<file path="config.mk">
export PLATFORM = sky130hd
export DESIGN_NAME = dsp_volume_matrix
export DESIGN_NICKNAME = d
export VERILOG_FILES = /design/src/rtl/dsp_volume_matrix.sv
export SDC_FILE = /design/constraint.sdc
export NUM_CORES = 1
export LEC_CHECK = 0
export ABC_AREA = 1
export BUFFER_PORTS_ARGS = -buffer_cell sky130_fd_sc_hd__clkbuf_2
export CAP_MARGIN = 15
export CELL_PAD_IN_SITES_DETAIL_PLACEMENT = 1
export CELL_PAD_IN_SITES_GLOBAL_PLACEMENT = 2
export CORE_UTILIZATION = 38
export DETAILED_ROUTE_END_ITERATION = 16
export GPL_TIMING_DRIVEN = 0
export PLACE_DENSITY = 0.86
export SLEW_MARGIN = 20
export SYNTH_ARGS = -nofsm -noshare
export SYNTH_HDL_FRONTEND = slang
export SYNTH_SLANG_ARGS = --single-unit
</file>
<file path="constraint.sdc">
create_clock -name clk -period 4.3 [get_ports clk]
set_clock_uncertainty 0.2 [all_clocks]
set_input_delay 0.645 -clock clk [delete_from_list [all_inputs] [get_ports clk]]
set_output_delay 0.645 -clock clk [all_outputs]
set_load 0.03 [all_outputs]
</file>
<file path="src/rtl/dsp_volume_matrix.sv">
// DSP volume matrix: decodes the FMA DSP register write stream into an
// NUM_CH x NUM_CH attenuation matrix. A full set of dB bytes is committed
// atomically as linear gains, and each current gain ramps toward its target
// once per sample tick so that volume changes do not click.
module dsp_volume_matrix #(
  parameter int unsigned NUM_CH    = 2,
  parameter int unsigned GAIN_W    = 8,
  parameter int unsigned RAMP_STEP = 4
) (
  input  logic                              clk,
  input  logic                              reset,
  input  logic [7:0]                        dspa,
  input  logic [7:0]                        dspd,
  input  logic                              dspd_strobe,
  input  logic                              sample_tick,
  output logic [NUM_CH*NUM_CH*GAIN_W-1:0]   volume,
  output logic                              volume_valid,
  output logic                              ramping
);

  localparam int unsigned      N2        = NUM_CH * NUM_CH;
  localparam int unsigned      IdxW      = (N2 > 1) ? $clog2(N2) : 1;
  localparam logic [IdxW-1:0]  LastIdx   = IdxW'(N2 - 1);
  localparam logic [GAIN_W:0]  Step      = (GAIN_W + 1)'(RAMP_STEP);
  localparam logic [GAIN_W-1:0] UnityGain = GAIN_W'(144);

  localparam logic [7:0] ModeMagic = 8'h80;
  localparam logic [7:0] ArmMagic  = 8'h93;

  // round(144 * 10^(-dB/20)) for dB = 0..49; 50 dB and beyond is silence.
  localparam logic [7:0] DbTable [50] = '{
    8'd144, 8'd128, 8'd114, 8'd102, 8'd91,  8'd81,  8'd72,  8'd64,  8'd57,  8'd51,
    8'd46,  8'd41,  8'd36,  8'd32,  8'd29,  8'd26,  8'd23,  8'd20,  8'd18,  8'd16,
    8'd14,  8'd13,  8'd11,  8'd10,  8'd9,   8'd8,   8'd7,   8'd6,   8'd6,   8'd5,
    8'd5,   8'd4,   8'd4,   8'd3,   8'd3,   8'd3,   8'd2,   8'd2,   8'd2,   8'd2,
    8'd1,   8'd1,   8'd1,   8'd1,   8'd1,   8'd1,   8'd1,   8'd1,   8'd1,   8'd1
  };

  // Bit 7 is mute; otherwise bits 6:0 are attenuation in dB.
  function automatic logic [GAIN_W-1:0] db_to_gain(input logic [7:0] b);
    if (b[7] || (b[6:0] >= 7'd50)) begin
      return '0;
    end
    return GAIN_W'(DbTable[b[5:0]]);
  endfunction

  // One ramp step toward the target, evaluated one bit wider so it cannot wrap.
  function automatic logic [GAIN_W-1:0] ramp_one(input logic [GAIN_W-1:0] cur,
                                                 input logic [GAIN_W-1:0] tgt);
    logic [GAIN_W:0] c;
    logic [GAIN_W:0] t;
    logic [GAIN_W:0] up;
    logic [GAIN_W:0] down;
    c    = {1'b0, cur};
    t    = {1'b0, tgt};
    up   = c + Step;
    down = c - Step;
    if (c < t) begin
      return (up > t) ? tgt : up[GAIN_W-1:0];
    end else if (c > t) begin
      return (c >= t + Step) ? down[GAIN_W-1:0] : tgt;
    end
    return cur;
  endfunction

  logic [7:0]        mode_q, mode_d;
  logic [7:0]        dsp_target_q, dsp_target_d;
  logic              armed_q, armed_d;
  logic [IdxW-1:0]   index_q, index_d;
  logic              valid_q, valid_d;
  logic              ramping_q, ramping_d;
  logic [7:0]        shadow_q [N2];
  logic [7:0]        shadow_d [N2];
  logic [GAIN_W-1:0] cur_q [N2];
  logic [GAIN_W-1:0] cur_d [N2];
  logic [GAIN_W-1:0] tgt_q [N2];
  logic [GAIN_W-1:0] tgt_d [N2];

  // Register decode: mode/arm handshake, shadow fill and atomic commit.
  always_comb begin
    mode_d       = mode_q;
    dsp_target_d = dsp_target_q;
    armed_d      = armed_q;
    index_d      = index_q;
    valid_d      = valid_q;
    shadow_d     = shadow_q;
    tgt_d        = tgt_q;
    if (dspd_strobe) begin
      case (dspa)
        8'd0: begin
          // Any mode write aborts a partial sequence.
          mode_d  = dspd;
          armed_d = 1'b0;
          index_d = '0;
        end
        8'd1: begin
          dsp_target_d = dspd;
          if ((mode_q == ModeMagic) && (dspd == ArmMagic)) begin
            armed_d = 1'b1;
            index_d = '0;
          end else begin
            armed_d = 1'b0;
          end
        end
        8'd7: begin
          if (armed_q) begin
            shadow_d[index_q] = dspd;
            if (index_q == LastIdx) begin
              // The final byte bypasses the shadow so all entries land together.
              for (int unsigned k = 0; k < N2; k++) begin
                tgt_d[k] = db_to_gain((k == N2 - 1) ? dspd : shadow_q[k]);
              end
              valid_d = 1'b1;
              index_d = '0;
            end else begin
              index_d = index_q + IdxW'(1);
            end
          end
        end
        default: ;
      endcase
    end
  end

  // Gain ramp: always toward the registered (old) targets, so a commit in the
  // same cycle as a tick only takes effect from the next tick.
  always_comb begin
    ramping_d = 1'b0;
    for (int unsigned k = 0; k < N2; k++) begin
      cur_d[k] = cur_q[k];
      if (RAMP_STEP == 0) begin
        cur_d[k] = tgt_q[k];
      end else if (sample_tick) begin
        cur_d[k] = ramp_one(cur_q[k], tgt_q[k]);
      end
      if (cur_q[k] != tgt_q[k]) begin
        ramping_d = 1'b1;
      end
    end
  end

  // State registers with synchronous active-low reset.
  always_ff @(posedge clk) begin
    if (!reset) begin
      mode_q       <= '0;
      dsp_target_q <= '0;
      armed_q      <= 1'b0;
      index_q      <= '0;
      valid_q      <= 1'b0;
      ramping_q    <= 1'b0;
      for (int unsigned k = 0; k < N2; k++) begin
        shadow_q[k] <= '0;
        cur_q[k]    <= ((k % (NUM_CH + 1)) == 0) ? UnityGain : '0;
        tgt_q[k]    <= ((k % (NUM_CH + 1)) == 0) ? UnityGain : '0;
      end
    end else begin
      mode_q       <= mode_d;
      dsp_target_q <= dsp_target_d;
      armed_q      <= armed_d;
      index_q      <= index_d;
      valid_q      <= valid_d;
      ramping_q    <= ramping_d;
      for (int unsigned k = 0; k < N2; k++) begin
        shadow_q[k] <= shadow_d[k];
        cur_q[k]    <= cur_d[k];
        tgt_q[k]    <= tgt_d[k];
      end
    end
  end

  // Pack current gains, entry 0 in the MSBs.
  always_comb begin
    volume = '0;
    for (int unsigned k = 0; k < N2; k++) begin
      volume[(N2 - 1 - k) * GAIN_W +: GAIN_W] = cur_q[k];
    end
  end

  assign volume_valid = valid_q;
  assign ramping      = ramping_q;

endmodule

</file>
=== Yosys cells after proc, flatten, opt, wreduce, memory -nomap -nowiden ===
Memory sizes are Yosys's and may differ from the RTL's.
Cells that the tools add are included.

* Register bits: 77
* Memories: 5
* Bits in writable memories: 32
* Input port bits: 20
* Bits in read-only memories: 2,048

{| class="wikitable"
|+ Memory list
! name !! words !! width !! read ports !! clocked after Yosys merged registers in !! write ports !! RTL line !! RTL
|-
| (no name shown) || 64 || 8 || 1 || 0 || 0 || 44 || <nowiki>return GAIN_W'(DbTable[b[5:0]]);</nowiki>
|-
| (no name shown) || 64 || 8 || 1 || 0 || 0 || 44 ||
|-
| (no name shown) || 64 || 8 || 1 || 0 || 0 || 44 ||
|-
| (no name shown) || 64 || 8 || 1 || 0 || 0 || 44 ||
|-
| cur_q || 4 || 8 || 4 || 0 || 4 || 74 || <nowiki>logic [GAIN_W-1:0] cur_q [N2];</nowiki>
|}

* Order comparisons: 26
* Equality and inequality tests: 11
* Multiplexer cells: 91
* $add $sub $neg: 13
* Reduce and logical (&&, ||, !) cells: 14
* Bitwise logic cells: 9

{| class="wikitable"
|+ Operators with widths
! operator !! count
|-
| 8-bit two-way mux || 45
|-
| 8-bit by 3-bit adder with 9-bit output, second input constant || 8
|-
| 1-bit two-way mux || 39
|-
| 8-bit by 9-bit greater-or-equal comparator with 1-bit output || 4
|-
| 9-bit by 8-bit > comparator with 1-bit output || 4
|-
| 32-bit bitwise mux || 1
|-
| 8-bit > comparator || 4
|-
| 8-bit less-than comparator || 4
|-
| 8-bit inequality test || 4
|-
| 8-bit by 3-bit subtractor with 8-bit output, second input constant || 4
|-
| 7-bit by 6-bit greater-or-equal comparator with 1-bit output, second input constant || 4
|-
| 7-bit greater-or-equal comparator, second input constant || 4
|-
| 6-bit inverter with 7-bit output || 4
|-
| 8-bit demux with 2-bit select || 1
|-
| 8-bit equality test, second input constant || 2
|-
| 8-bit by 1-bit equality test with 1-bit output, second input constant || 1
|-
| 8-bit by 3-bit equality test with 1-bit output, second input constant || 1
|-
| 8-bit zero test || 1
|-
| 4-bit AND reduction || 2
|-
| 2-bit two-way mux || 3
|-
| 2-bit one-hot mux with 3 select lines || 1
|-
| 1-bit logical OR || 4
|-
| 2-bit inequality test, second input constant || 2
|-
| 1-bit OR || 4
|-
| 11 further kinds || 13
|}

=== Longest topological paths before layout ===
Gate-level depths: netlist of the first run.

* Depth in word-level cells: 8
* Mapped depth: 18
* Mapped depth without buffers: 18

=== Worst setup path before layout of the first run ===
Ideal clock, no wire load.

* Path kind: flip-flop to flip-flop
* Start: memory cur_q[0][4]
* End: memory cur_q[0][0]
* Data required time: 3,984 ps
* Path slack: 1,577 ps
* Clock period less this slack: 2,723 ps
* Cell stages (with the launch flop): 18
* Arrival: 2,407 ps
* Path through: dfxtp_1 > buf_2 > nand3_1 > nor3_1 > xnor2_1 > inv_1 > ha_1 > nand3_1 > nor2_1 > nand2_1 > nand3b_1 > nand2_1 > nand3_2 > nand2_1 > inv_2 > nand3b_1 > nand2_1 > nor2_1

{| class="wikitable"
|+ RTL lines
! element !! RTL line
|-
| start: declaration || 74
|}

==> results.toml, run 1 <==
[outcome]
status = "complete, no violations"

[clock_network]
cts_buffers = 9
h-tree-depth = 3
clk_latency_ns = 0.36
post_cts_resized = 0
clockRootBuffer = "clkbuf_16"
cts_hold_buffers = 0
path_clk_slew_ns = 0.08
cts_max_path_buffers = 2
cts_tree = "done"
postCtsSetupBuffers = 0
clkSinkCount = 101

[run]
maxCapViolations = 0

[synth]
synthFlopType = "dfxtp_1"
syn-instance-count = 1437
synth_area_leaders = "dfxtp_1 (21%), ha_1 (17%), nand2_1 (9.8%), inv_1 (7.9%), a21oi_1 (6.8%)"
synth_seq_cells = 101
ys_warn_count = 0
synth_top_area_frac = 0.212
async_flop_share = 0
avgSynthCellArea_sq_um = 6.65
syn-num-nets = 1585
ys_types = 43
synth_edf_count = 0
synth.cell_area_sq_mm = 0.00956
synth_seq_area_share = 0.212
synth_top_cell_by_area = "dfxtp_1"

[hold_path]
hold_depth = 2
min-delay-start = "shadow_q[23]"
whs_endpoint = "shadow_q[23]"
hold_path_class = "flop to flop"

[sta]
finalSetupTns_ns = 0
fin_crit_sh = 0.693
relSlewSlack = 0.355
grt_setup_unrepaired = "false"
hold_viol_final = 0
fmax_ghz = 0.335
min_period_ns = 2.98
tightest_slew_ns = 0.968
slew_violations = 0
setup_violations = 0

[power_and_ir_drop]
seqPwrFrac = 0.206
p_clk_frac = 0.140
powerDensity_mw_per_mm2 = 594
power_frac_comb = 0.654
p_int_mw = 2.90
peakVddDrop_uv = 286
swShare = 0.536
p_leak_nw = 5.00
p_switching_mw = 3.35

[finish]
areaGrowthSynthToFinish_pct = 10.1
antennaDiodeCount = 0
final_common_cell = "nand2_1"
layout-drive-gt1-share = 0.0997
post-route-util = 0.430
final_nets = 1647
layout_common_cells = "nand2_1 (250), inv_1 (200), a21oi_1 (129), ha_1 (128), nor2_1 (125)"

[routing]
postRouteAntennaNets = 0
drt-pass1-iter-count = 4
wire_per_inst_um = 16.9
vias_per_cell = 5.30
wl_um = 31000
vias = 9695
drt_iter0_markers = 446
drcViolationCount = 0

[worst_setup_path]
cp-start-kind = "flop"
critPathMostFrequentCell = "nand2_1"
required_ns = 4.36
cp_data_arrival_time_ns = 3.04
cp-end-kind = "flop"
crit_fanout = 8
worstRegToRegCells = 17
criticalPathCategory = "flop to flop"
cp_top_family = "simple AND/OR/NAND/NOR gates"
cp_cell_sequence = "buf_2 > nand3_1 > nor3_1 > xnor2_1 > inv_1 > ha_1 > nand3_1 > nor2_1 > nand2_1 > nand3b_1 > nand2_1 > nand3_2 > nand2_1 > inv_2 > nand3b_1 > nand2_1 > nor2_1"
r2r_slack_ns = 1.32
r2r_end = "cur_q[0][0]"
cpPeakStageDelay_ns = 0.43
crit_slowest_cell = "dfxtp_1"
critPathBufInv = 3
r2r_start = "cur_q[0][4]"

[die]
die-width_um = 161
die-height_um = 161
io-pin-count = 54
core_sq_mm = 0.0245
die-area_sq_mm = 0.0258
initial_core_util = 0.391
row_count = 57

[grt]
antenna_found_initial = 0
grt_pass1_vias = 9892
gr-usage-all-layers = 0.248
grt-ovfl-total = 0
grt_max_degree = 19
grt_pass1_wl_um = 51300

[place]
portBuffers = 51
dp_hpwl_um = 24400
place.gp.congestion = 0.837
[kinds of logic after synthesis]
logic type | synth area share
buffers and inverters | 0.104
and+or+nand+nor | 0.304
AOI/OAI and AO/OA | 0.174
adders and majority gates | 0.168
DFF | 0.212
xor gates and xnor gates | 0.0394
[worst max path at each step]
stage	cells after the start	slack (ns)	endpoint	startpoint
3_5_place_dp	16	1.28	cur_q[1][5]	cur_q[1][3]
5_1_grt	17	1.01	cur_q[3][0]	cur_q[3][4]
3_3_place_gp	16	1.34	cur_q[1][7]	cur_q[1][3]
4_1_cts	16	1.25	cur_q[1][5]	cur_q[1][3]
2_1_floorplan	17	1.58	cur_q[0][0]	cur_q[0][4]
6_report	17	1.32	cur_q[0][0]	cur_q[0][4]
[power by group through the flow]
stage	Sequential, mW	Clock [mW]	Combinational [mW]
2_1_floorplan	1.42	0	2.94
3_3_place_gp	1.31	0	4.01
3_5_place_dp	1.31	0	4.09
4_1_cts	1.29	0.896	4.11
5_1_grt	1.31	0.928	4.64
6_report	1.29	0.874	4.09
[worst min-delay path, cell delays in order (launching register included)]
cell and delay [ns]:
dfxtp_1 0.32, inv_1 0.05, a21oi_1 0.05
[state kept, by name (all words and copies together), names as in the netlist]
name,flops
armed_q,1
cur_q,32
index_q,2
mode_q,8
ramping,1
shadow_q,24
tgt_q,32
volume_valid,1
[metal layers]
metal | share of wire | up-vias | global-route usage
met2 | 0.47 | 115 | 0.423
li1 | - | 4922 | -
met1 | 0.50 | 4630 | 0.332
met3 | 0.022 | 28 | 0.0292
met5 | 0 | - | 0
met4 | 0.013 | 0 | 0.0528
[per-stage QoR]
| stage | setup slack, ns | std cells | hold slack, ns | area (sq um) | power (mW) |
|---|---|---|---|---|---|
| after floorplan | 1.58 | 1437 | 0.224 | 9560 | 4.36 |
| after global routing | 1.01 | 1828 | 0.279 | 10500 | 6.87 |
| after global placement | 1.34 | 1812 | 0.233 | 10200 | 5.32 |
| after CTS | 1.25 | 1828 | 0.254 | 10500 | 6.29 |
| final | 1.32 | 1828 | 0.254 | 10500 | 6.25 |
| after detailed placement | 1.28 | 1812 | 0.242 | 10200 | 5.40 |
[area by class of cell]
| class | instances | area [sq um] |
|---|---|---|
| Buffer | 44 | 210 |
| Clock buffer | 9 | 225 |
| Clock inverter | 7 | 80.1 |
| Fill cell | 3262 | 13900 |
| Inverter | 208 | 782 |
| Multi-Input combinational cell | 1084 | 6540 |
| Sequential cell | 101 | 2020 |
| Tap cell | 324 | 405 |
| Timing Repair Buffer | 51 | 255 |
[cell usage after synthesis, types with 11 or more instances]
master      n
clkbuf_1   21
a21oi_1   129
o211ai_1   16
nand4_1    33
inv_1     200
ha_1      128
nor2_1    125
xnor2_1    11
o21ai_0    83
nand2_2    20
xor2_1     32
nand2_1   250
dfxtp_1   101
o21ai_1    12
nand3_1   124
buf_2      18
nor3_1     26
Power figures use the tool's default switching activity.
==> inputs of run 2 (changes only) <==
--- a/config.mk
+++ b/config.mk
@@ -10,10 +10,10 @@
 export CAP_MARGIN = 15
 export CELL_PAD_IN_SITES_DETAIL_PLACEMENT = 1
 export CELL_PAD_IN_SITES_GLOBAL_PLACEMENT = 2
-export CORE_UTILIZATION = 38
+export CORE_UTILIZATION = 32
 export DETAILED_ROUTE_END_ITERATION = 16
 export GPL_TIMING_DRIVEN = 0
-export PLACE_DENSITY = 0.86
+export PLACE_DENSITY = 0.77
 export SLEW_MARGIN = 20
 export SYNTH_ARGS = -nofsm -noshare
 export SYNTH_HDL_FRONTEND = slang
==> constraint.sdc (replaced) <==
create_clock -name clk -period 2.5 [get_ports clk]
set_clock_uncertainty 0.2 [all_clocks]
set_input_delay 0.375 -clock clk [delete_from_list [all_inputs] [get_ports clk]]
set_output_delay 0.375 -clock clk [all_outputs]
set_load 0.03 [all_outputs]
==> run 2 against run 1 <==
Effect of this change:
- the flow now finishes with violations (negative setup slack)
- clock power is 76% higher
- critical path type unchanged
- sequential power is 75% higher
- via count is 5.4% higher
- critical path depth is 3 lower
- routed wire length is 15% higher
- count of clock-buffer cells in the layout is 2 higher
==> results.toml, run 2 (synthesized netlist as in run 1, its figures left out) <==
[routing]
postRouteAntennaNets = 0
wl_um = 35600
wire_per_inst_um = 17.9
drcViolationCount = 0
drt-pass1-iter-count = 4
vias_per_cell = 5.13
vias = 10200
drt_iter0_markers = 402

[outcome]
violations = "negative setup slack"
status = "complete, but fails checks"

[clock_network]
cts_max_path_buffers = 2
clk_latency_ns = 0.36
cts_tree = "done"
cts_buffers = 9
clkSinkCount = 101
path_clk_slew_ns = 0.07
h-tree-depth = 3
clockRootBuffer = "clkbuf_16"

[finish]
reg_top3 = "cur_q: 32 flops, tgt_q: 32 flops, shadow_q: 24 flops"
multi_input_area_sq_mm = 0.00752
antennaDiodeCount = 0
n_fill_cell = 3686
regArea_sq_mm = 0.00213
areaGrowthSynthToFinish_pct = 33.0
final_common_cell = "nand2_1"
final_nets = 1751
final_area_sq_mm = 0.0127
layout-drive-gt1-share = 0.275
layout_common_cells = "nand2_1 (222), inv_1 (178), a21oi_1 (123), nor2_1 (107), ha_1 (102)"

[worst_setup_path]
cp-end-kind = "flop"
cp_data_arrival_time_ns = 2.62
worstRegToRegCells = 14
cp_top_family = "simple AND/OR/NAND/NOR gates"
r2r_start = "tgt_q[2]"
r2r_slack_ns = -0.08
criticalPathCategory = "flop to flop"
cp-start-kind = "flop"
critPathBufInv = 4
crit_fanout = 5
required_ns = 2.54
crit_slowest_cell = "dfxtp_4"
cp_cell_sequence = "buf_6 > nand3_4 > xor2_2 > ha_1 > buf_4 > nand4_1 > nor3_1 > nand2_1 > nand3_4 > nand2_4 > buf_8 > buf_4 > nand3_1 > nand3_1"
r2r_end = "cur_q[3][7]"
cpPeakStageDelay_ns = 0.37

[power_and_ir_drop]
total_power_mw = 14.5
p_leak_nw = 5.77
powerDensity_mw_per_mm2 = 1140
peakVddDrop_uv = 463

[place]
placed_cell_area_sq_mm = 0.0103
dp_hpwl_um = 25100
portBuffers = 51
place.gp.congestion = 0.837

[grt]
grt-ovfl-total = 0
antenna_found_initial = 0
grt_pass1_vias = 10200
grt_max_degree = 17
grt_pass1_wl_um = 54700
gr-usage-all-layers = 0.225

[die]
initial_core_util = 0.329
io-pin-count = 54
die-area_sq_mm = 0.0306
core_sq_mm = 0.0290
row_count = 62
die-width_um = 175
die-height_um = 175

[sta]
worst_slack_ns = -0.0844
tightest_slew_ns = 1.03
hold_viol_final = 0
min_period_ns = 2.58
relSlewSlack = 0.312
hold_ws_ns = 0.183
grt_setup_unrepaired = "true"
fmax_ghz = 0.387
slew_violations = 0
fin_crit_sh = 1.03
setup_violations = 13
finalSetupTns_ns = -0.434

[hold_path]
hold_depth = 3
min-delay-start = "dspd[6]"
whs_endpoint = "mode_q[6]"
hold_path_class = "input port to flop"

[run]
maxCapViolations = 0
## run 2: what timing repair did
item	in CTS	in global routing
setup buffers	64	42
cloned	1	2
hold buffers	0	0
pin swaps	54	108
setup endpoints to repair	32	33
resized for setup	138	149
## run 2: final cells by class
class,count,area share
Clock inverter,4,0.00414
Buffer,41,0.0186
Clock buffer,11,0.0208
Timing Repair Buffer,157,0.0944
Inverter,208,0.0643
Multi-Input combinational cell,1085,0.592
Sequential cell,101,0.168
Tap cell,384,0.0378
## run 2: stage by stage
stage	setup slack, ns	utilization	std cells
after global placement	-0.439	0.356	1872
final	-0.0844	0.438	1991
after CTS	-0.0170	0.404	1950
after global routing	-0.209	0.438	1991
after detailed placement	-0.456	0.356	1872
after floorplan	0.00508	-	1437
## run 2: worst max-delay path by stage
stage / start / end / slack, ns / depth (start not counted)
6_report: tgt_q[2] / cur_q[3][7] / -0.08 / 14
5_1_grt: cur_q[0][2] / cur_q[0][2] / -0.21 / 15
4_1_cts: tgt_q[2] / cur_q[3][7] / -0.02 / 15
3_5_place_dp: tgt_q[12] / cur_q[2][0] / -0.46 / 14
3_3_place_gp: tgt_q[12] / cur_q[2][0] / -0.44 / 14
2_1_floorplan: cur_q[0][4] / cur_q[0][0] / 0.005 / 17
## run 2: per-layer routing
metal	vias up	global-route usage	wire length (um)
li1	5126	-	-
met1	4916	0.302	17000
met2	130	0.390	17100
met3	45	0.0213	853
met4	0	0.0460	648
met5	-	0	0
## run 2: power breakdown
| part | internal (mW) | switching (mW) |
|---|---|---|
| combinational | 4.42 | 6.32 |
| sequential | 1.87 | 0.390 |
| clock | 0.867 | 0.677 |
| total | 7.16 | 7.38 |
## run 2: worst min-delay path: stages
cell and delay [ns]:
clkbuf_2 0.17, nand2_1 0.10, a21oi_1 0.06
